`src/rtl/bcd_scan_display_if.sv`:
```
// Digit-word input and multiplexed display output bundle for bcd_scan_display.
// The master side drives digit codes and load; the slave side drives the display lines.
interface bcd_scan_display_if;
    logic       load;
    logic [3:0] d3;
    logic [3:0] d2;
    logic [3:0] d1;
    logic [3:0] d0;
    logic       lzb;
    logic [7:0] seg;
    logic [3:0] an;
    logic       frame;
    logic       pending;

    modport master (
        output load, d3, d2, d1, d0, lzb,
        input  seg, an, frame, pending
    );

    modport slave (
        input  load, d3, d2, d1, d0, lzb,
        output seg, an, frame, pending
    );
endinterface

```
`src/rtl/bcd_scan_display.sv`:
```
// Time-multiplexed 4-digit seven-segment driver with frame-aligned word commit
// and leading-zero blanking. Segment and anode lines are active-low.
module bcd_scan_display #(
    parameter int unsigned SCAN_DIV = 50000
) (
    input logic              clk,
    input logic              rst,
    bcd_scan_display_if.slave bus
);

    localparam int unsigned CNT_W = (SCAN_DIV > 2) ? $clog2(SCAN_DIV) : 1;
    localparam logic [CNT_W-1:0] CNT_MAX = CNT_W'(SCAN_DIV - 1);
    localparam logic [3:0] CODE_BLANK = 4'd15;

    logic [CNT_W-1:0] cnt_q;
    logic [1:0]       idx_q;
    logic             tick;
    logic             wrap;

    logic [15:0]      pend_word_q;
    logic [15:0]      act_word_q;
    logic             pending_q;
    logic             frame_q;

    logic [3:0]       an_q;
    logic [3:0]       an_d;
    logic [7:0]       seg_q;
    logic [7:0]       seg_d;
    logic [3:0]       cur_code;
    logic [3:0]       blank_vec;

    // gfedcba, active-low
    function automatic logic [6:0] glyph(input logic [3:0] code);
        logic [6:0] g;
        unique case (code)
            4'd0:    g = 7'h40;
            4'd1:    g = 7'h79;
            4'd2:    g = 7'h24;
            4'd3:    g = 7'h30;
            4'd4:    g = 7'h19;
            4'd5:    g = 7'h12;
            4'd6:    g = 7'h02;
            4'd7:    g = 7'h78;
            4'd8:    g = 7'h00;
            4'd9:    g = 7'h10;
            4'd10:   g = 7'h3F;
            default: g = 7'h7F;
        endcase
        return g;
    endfunction

    assign tick = (cnt_q == CNT_MAX);
    assign wrap = tick && (idx_q == 2'd3);

    always_ff @(posedge clk or posedge rst) begin
        if (rst) begin
            cnt_q <= '0;
            idx_q <= 2'd0;
        end else begin
            if (tick) begin
                cnt_q <= '0;
                idx_q <= idx_q + 2'd1;
            end else begin
                cnt_q <= cnt_q + CNT_W'(1);
            end
        end
    end

    // A load on the wrap edge still lets the older pending word commit first.
    always_ff @(posedge clk or posedge rst) begin
        if (rst) begin
            pend_word_q <= {4{CODE_BLANK}};
            act_word_q  <= {4{CODE_BLANK}};
            pending_q   <= 1'b0;
            frame_q     <= 1'b0;
        end else begin
            if (wrap && pending_q) begin
                act_word_q <= pend_word_q;
            end
            if (bus.load) begin
                pend_word_q <= {bus.d3, bus.d2, bus.d1, bus.d0};
            end
            pending_q <= bus.load | (pending_q & ~wrap);
            frame_q   <= wrap;
        end
    end

    // Zeros are blanked from the left until the first non-zero code; d0 always shows.
    always_comb begin
        blank_vec    = 4'b0000;
        blank_vec[3] = bus.lzb && (act_word_q[15:12] == 4'd0);
        blank_vec[2] = blank_vec[3] && (act_word_q[11:8] == 4'd0);
        blank_vec[1] = blank_vec[2] && (act_word_q[7:4] == 4'd0);
    end

    always_comb begin
        cur_code = act_word_q[{idx_q, 2'b00} +: 4];
        an_d     = 4'b1111;
        an_d[idx_q] = 1'b0;
        if (blank_vec[idx_q]) begin
            seg_d = {1'b1, glyph(CODE_BLANK)};
        end else begin
            seg_d = {1'b1, glyph(cur_code)};
        end
    end

    always_ff @(posedge clk or posedge rst) begin
        if (rst) begin
            an_q  <= 4'b1111;
            seg_q <= 8'hFF;
        end else begin
            an_q  <= an_d;
            seg_q <= seg_d;
        end
    end

    assign bus.an      = an_q;
    assign bus.seg     = seg_q;
    assign bus.frame   = frame_q;
    assign bus.pending = pending_q;

endmodule

```
`src/flat_wrapper.sv`:
```
// flat-port wrapper written by rule: the top's interface ports become plain ports
module bcd_scan_display_flat 
#(
    parameter int unsigned SCAN_DIV = 50000
)
  (clk, rst, bus_load, bus_d3, bus_d2, bus_d1, bus_d0, bus_lzb, bus_seg, bus_an, bus_frame, bus_pending);
  bcd_scan_display_if bus_i ();
  input logic clk;
  input logic rst;
  input wire logic [$bits(bus_i.load)-1:0] bus_load;
  input wire logic [$bits(bus_i.d3)-1:0] bus_d3;
  input wire logic [$bits(bus_i.d2)-1:0] bus_d2;
  input wire logic [$bits(bus_i.d1)-1:0] bus_d1;
  input wire logic [$bits(bus_i.d0)-1:0] bus_d0;
  input wire logic [$bits(bus_i.lzb)-1:0] bus_lzb;
  output wire logic [$bits(bus_i.seg)-1:0] bus_seg;
  output wire logic [$bits(bus_i.an)-1:0] bus_an;
  output wire logic [$bits(bus_i.frame)-1:0] bus_frame;
  output wire logic [$bits(bus_i.pending)-1:0] bus_pending;
  assign bus_i.load = bus_load;
  assign bus_i.d3 = bus_d3;
  assign bus_i.d2 = bus_d2;
  assign bus_i.d1 = bus_d1;
  assign bus_i.d0 = bus_d0;
  assign bus_i.lzb = bus_lzb;
  assign bus_seg = bus_i.seg;
  assign bus_an = bus_i.an;
  assign bus_frame = bus_i.frame;
  assign bus_pending = bus_i.pending;
  bcd_scan_display #(.SCAN_DIV(SCAN_DIV)) u_core (.clk(clk), .rst(rst), .bus(bus_i));
endmodule
```
`config.mk`:
```
export PLATFORM = sky130hd
export DESIGN_NAME = bcd_scan_display_flat
export DESIGN_NICKNAME = d
export VERILOG_FILES = /design/src/rtl/bcd_scan_display_if.sv /design/src/rtl/bcd_scan_display.sv /design/src/flat_wrapper.sv
export SDC_FILE = /design/constraint.sdc
export NUM_CORES = 1
export LEC_CHECK = 0
export ABC_AREA = 1
export BUFFER_PORTS_ARGS = -buffer_cell sky130_fd_sc_hd__buf_2
export CORE_MARGIN = 5
export CORE_UTILIZATION = 50
export DETAILED_ROUTE_END_ITERATION = 16
export PLACE_DENSITY = 0.69
export SLEW_MARGIN = 20
export SYNTH_ARGS = -nofsm -noshare
export SYNTH_HDL_FRONTEND = slang
export SYNTH_SLANG_ARGS = --single-unit
```
`constraint.sdc`:
```
create_clock -name clk -period 5.3 [get_ports clk]
set_input_delay 1.325 -clock clk [delete_from_list [all_inputs] [get_ports clk]]
set_output_delay 1.325 -clock clk [all_outputs]
set_load 0.01 [all_outputs]
```
After elaboration in Yosys (flattened, before gate mapping)
Memory sizes are Yosys's and may differ from the RTL's.
Index checks and enable logic that the tools add are counted.
{"block": "op_classes", "eq_ne": 2, "reduce_logical": 9, "shifts": 1, "bitwise_logic": 4, "n_addsub": 2, "order_cmp": 2, "mux": 6}
{"op": "$add A16 B1 Y16 const B", "count": 1}
{"op": "$eq A16 B16 Y1 const B", "count": 1}
{"op": "$mux W16", "count": 1}
{"op": "$shiftx A16 B5 Y4", "count": 1}
{"op": "$logic_not A4 Y1", "count": 3}
{"op": "$mux W7", "count": 1}
{"op": "$logic_and A1 B1 Y1", "count": 6}
{"op": "$not A4 Y4", "count": 1}
{"op": "$lt A2 B3 Y1 const B", "count": 1}
{"op": "$add A2 B1 Y2 const B", "count": 1}
{"op": "$bmux W1 S2", "count": 1}
{"op": "$demux W1 S2", "count": 1}
{"op": "$eq A2 B2 Y1 const B", "count": 1}
{"op": "$ge A2 B1 Y1 const B", "count": 1}
{"op": "$mux W1", "count": 2}
{"op": "$and A1 B1 Y1", "count": 1}
{"op": "$not A1 Y1", "count": 1}
{"op": "$or A1 B1 Y1", "count": 1}
{"block": "word_totals", "memories": 1, "elab_cells": 35, "inputBits": 20, "output_inout_bits": 14, "regBits": 64, "romBits": 112}
{"memory": "(name not given)", "depth": 16, "width": 7, "rd": 1, "rd_clocked_by_memory_dff": 0, "write_ports": 0, "line": "bcd_scan_display.sv:35", "source": "unique case (code)"}

Depth between registers and ports, before layout
{"block": "logic_depth", "depth_word": 7, "depth_mapped": 12, "depth_no_buf": 10}

Least setup slack after synthesis
No wires, ideal clock.
{"block": "synth_timing", "kind": "input port to flip-flop", "start": "input port bus_load", "end": "register u_core.pending_q (netlist: u_core.bus.pending)", "stages": 4, "setup_ps": 130, "path_buffers": 2, "arrival_time_ps": 1913, "required_time_ps": 5170, "slack_ps": 3257, "path_cell_list": "buf_2 > clkinv_1 > clkbuf_1 > nand2_1"}
{"block": "synth_between", "elab_chain_len": 1}
{"item": "start, declared", "line": "flat_wrapper.sv:10", "source": "input wire logic [$bits(bus_i.load)-1:0] bus_load;"}
{"item": "$or A1 B1 Y1", "line": "bcd_scan_display.sv:83", "source": "pending_q <= bus.load | (pending_q & ~wrap);"}
{"item": "end signal, assigned", "line": "bcd_scan_display.sv:83"}
{"item": "end, declared", "line": "bcd_scan_display.sv:22", "source": "logic pending_q;"}
Every way passes these cells.
A chain may end at the register's enable or synchronous reset.

Worst setup path after layout
{"block": "layout_timing", "start": "register u_core.pending_q (netlist: u_core.bus.pending)", "end": "output port bus_pending"}
{"item": "end, declared", "line": "flat_wrapper.sv:19", "source": "output wire logic [$bits(bus_i.pending)-1:0] bus_pending;"}
No word-level cell between the ends.

==> reports/results.txt <==
status: complete, no violations
DRC viols: 0
total gr overflow: 0
xor-xnor portion of the synthesized cell area: 1.945%
Avg Cell Area, Syn: 8.405 um2
DP Wirelength: 4162 um
initial detailed-routing violation count: 100
layout cell share with drive strength beyond 1: 26.03%
final hold violation count: 0
via count: 2,384
Post-Layout Cell Count: 488
Vias/cell: 4.885
die area: 0.007991 mm2
DR pass1 iterations: 5
initial core utilization: 50.50%
H-tree depth: 3
die width: 89.40 um
Max-Cap Viols: 0
Main synth FF type: dfstp_2
number of buffers created by CTS: 9
initial antenna violation count: 0
final layout net count: 436
CP endpoint kind: output pin
sequential area share after synthesis: 51.73%
CP top delay family: flip-flops
Tot GR Track Use: 16.48%
drt wl/cell: 11.73 um
Worst EP required: 3.97 ns
Tmin final: 2.632 ns
total negative slack: 0 ns
Worst Tran Pin Value: 0.8474 ns
HP Class: flip-flop to flip-flop
Routed Wire Length: 5724 um
RSZ-0062 raised after global routing: no
Slew Limit Fails: 0
largest family of logic cells by synthesized area: simple AND/OR/NAND/NOR gates
WP buf/inv: 1
later-pin clock latency in the skew report: 0.33 ns
Area Growth Syn to Fin: 11.87%
core footprint: 0.006241 mm2
hold buffers post-CTS: 0
first-pass GRT wire length: 10,150 um
pin count of the biggest net entering global routing: 44
Post-CTS Setup Bufs: 0
ant diodes: 0
critical-path cell list: buf_2
worst clock skew: 0.005827 ns
synthesized area: 0.003152 mm2
CTS clk-pin slew, worst paths: 0.07 ns
post-CTS sizing: 0
ys async rst share: 100.0%
CP max-delay cell: dfrtp_1
Max VDD drop: 0.0001945 V
TritonCTS clock tree: done
Arr. time, crit path: 1.31 ns
Post-synth EDFFs: 0
adder-cell share of the synthesized area: 3.970%
most frequent cells in the layout: nand2_1, dfstp_2, nand3_1
synth unique cells: 27
placed cells: 472
fmax: 0.3800 GHz
most common cell after layout, fill and taps aside: nand2_1
CTS Sinks: 63
number of synthesized register bits: 63
Ys Warns: 0
post-synthesis mux area share: 0%
CTS max path bufs: 2
total leakage power: 1.760 nW
crit path kind: flip-flop to output pin
vias in the first global route: 2,244
Placer Congestion: 0.8348
CP max FO: 19
fin util: 56.50%
row count: 29
Die H: 89.40 um
Simple-Gate Fraction of Synth Area: 33.07%
syn nets: 405
pwr/cell area: 276.9 mW/mm2
worst rel slew slack: 43.42%
Syn Inst Count: 375
io pins: 34
Antenna Violating Nets Remaining: 0
Fin Hold WS: 0.4611 ns
Final period util: 49.66%
Port Buffers: 32
Setup Viol. Count Final: 0
CP Launch Type: flip-flop
Root Buffer: clkbuf_8
post-synthesis compound-gate area fraction: 1.509%
peak per-stage delay on the critical path: 0.73 ns
-- cell usage after synthesis, types with 5 or more instances --
master / count / area, um2
nand2_1: 140 / 525.5
buf_6: 5 / 56.30
nand4_1: 17 / 106.4
dfrtp_1: 20 / 500.5
xor2_1: 7 / 61.31
inv_1: 32 / 120.1
nor3_1: 7 / 35.03
nand3_1: 33 / 165.2
ha_1: 10 / 125.1
dfstp_2: 43 / 1130
o21ai_0: 6 / 30.03
nor2_1: 27 / 101.4
-- registers in the layout (all words and copies together), names as in the netlist --
signal and cells:
u_core.idx_q 2, u_core.pend_word_q 16, u_core.bus.an 4, u_core.cnt_q 16, u_core.bus.pending 1, u_core.bus.seg 7, u_core.bus.frame 1, u_core.act_word_q 16
-- layer usage --
layer	up-vias	GRT usage, %	share of wire [%]	wire length, um
met2	65	24.65	45	2581
met4	0	6.766	1.4	82
met5	-	0	0	0
met1	1065	22.31	47	2679
li1	1245	-	-	-
met3	9	5.069	6.6	380
-- power breakdown --
group          switching, mW  total, mW  internal, mW  leakage, nW
Clock                  0.192      0.438         0.246        0.104
Sequential           0.00643      0.507         0.501        0.707
Combinational         0.0201     0.0306        0.0105        0.950
Total                  0.219      0.976         0.758         1.76
-- logic make-up after synthesis --
kind of cell,after synthesis
AOI/OAI and AO/OA,9
xor gates and xnor gates,7
adders and majority gates,10
buffers and inverters,49
DFF,63
other,1
and+or+nand+nor,236
-- metrics by stage --
stage               total power, mW  cell area [um2]  worst slack, ns
floorplan                    0.5335             3152            2.476
global placement             0.5457             3309            2.877
detailed placement           0.5470             3309            2.859
CTS                          0.9891             3526            2.647
global route                  1.024             3526            2.554
finish                       0.9762             3526            2.668
-- layout make-up --
class	instances	area [um2]
Timing Repair Buffer	33	167.7
Inverter	36	135.1
Multi-Input combinational cell	263	1280
Sequential cell	63	1630
Fill cell	574	2715
Clock buffer	10	148.9
Clock inverter	6	67.56
Tap cell	77	96.34
-- path summary, 6_finish.rpt --
| kind | from | slack (ns) | endpoint | cells past startpoint |
|---|---|---|---|---|
| setup / recovery | u_core.bus.pending$_DFF_PP0_ | 2.67 | bus_pending | 1 |
| hold / removal | u_core.pend_word_q[8]$_DFFE_PP1P_ | 0.46 | u_core.pend_word_q[8]$_DFFE_PP1P_ | 2 |
| setup reg to reg | u_core.idx_q[0]$_DFFE_PP0N_ | 3.48 | u_core.bus.seg[5]$_DFF_PP1_ | 10 |
| hold reg to reg | u_core.pend_word_q[8]$_DFFE_PP1P_ | 0.46 | u_core.pend_word_q[8]$_DFFE_PP1P_ | 2 |
| max in group asynchronous | rst | 3.29 | u_core.act_word_q[9]$_DFFE_PP1P_ | 3 |
| min in group asynchronous | rst | 1.16 | u_core.cnt_q[0]$_DFF_PP0_ | 2 |
-- worst min-delay path, stage by stage (launching register included) --
cell and delay [ns]:
dfstp_2 0.37, nand2_1 0.05, nand2_1 0.04
No activity file was read; power rests on OpenSTA's default activity.
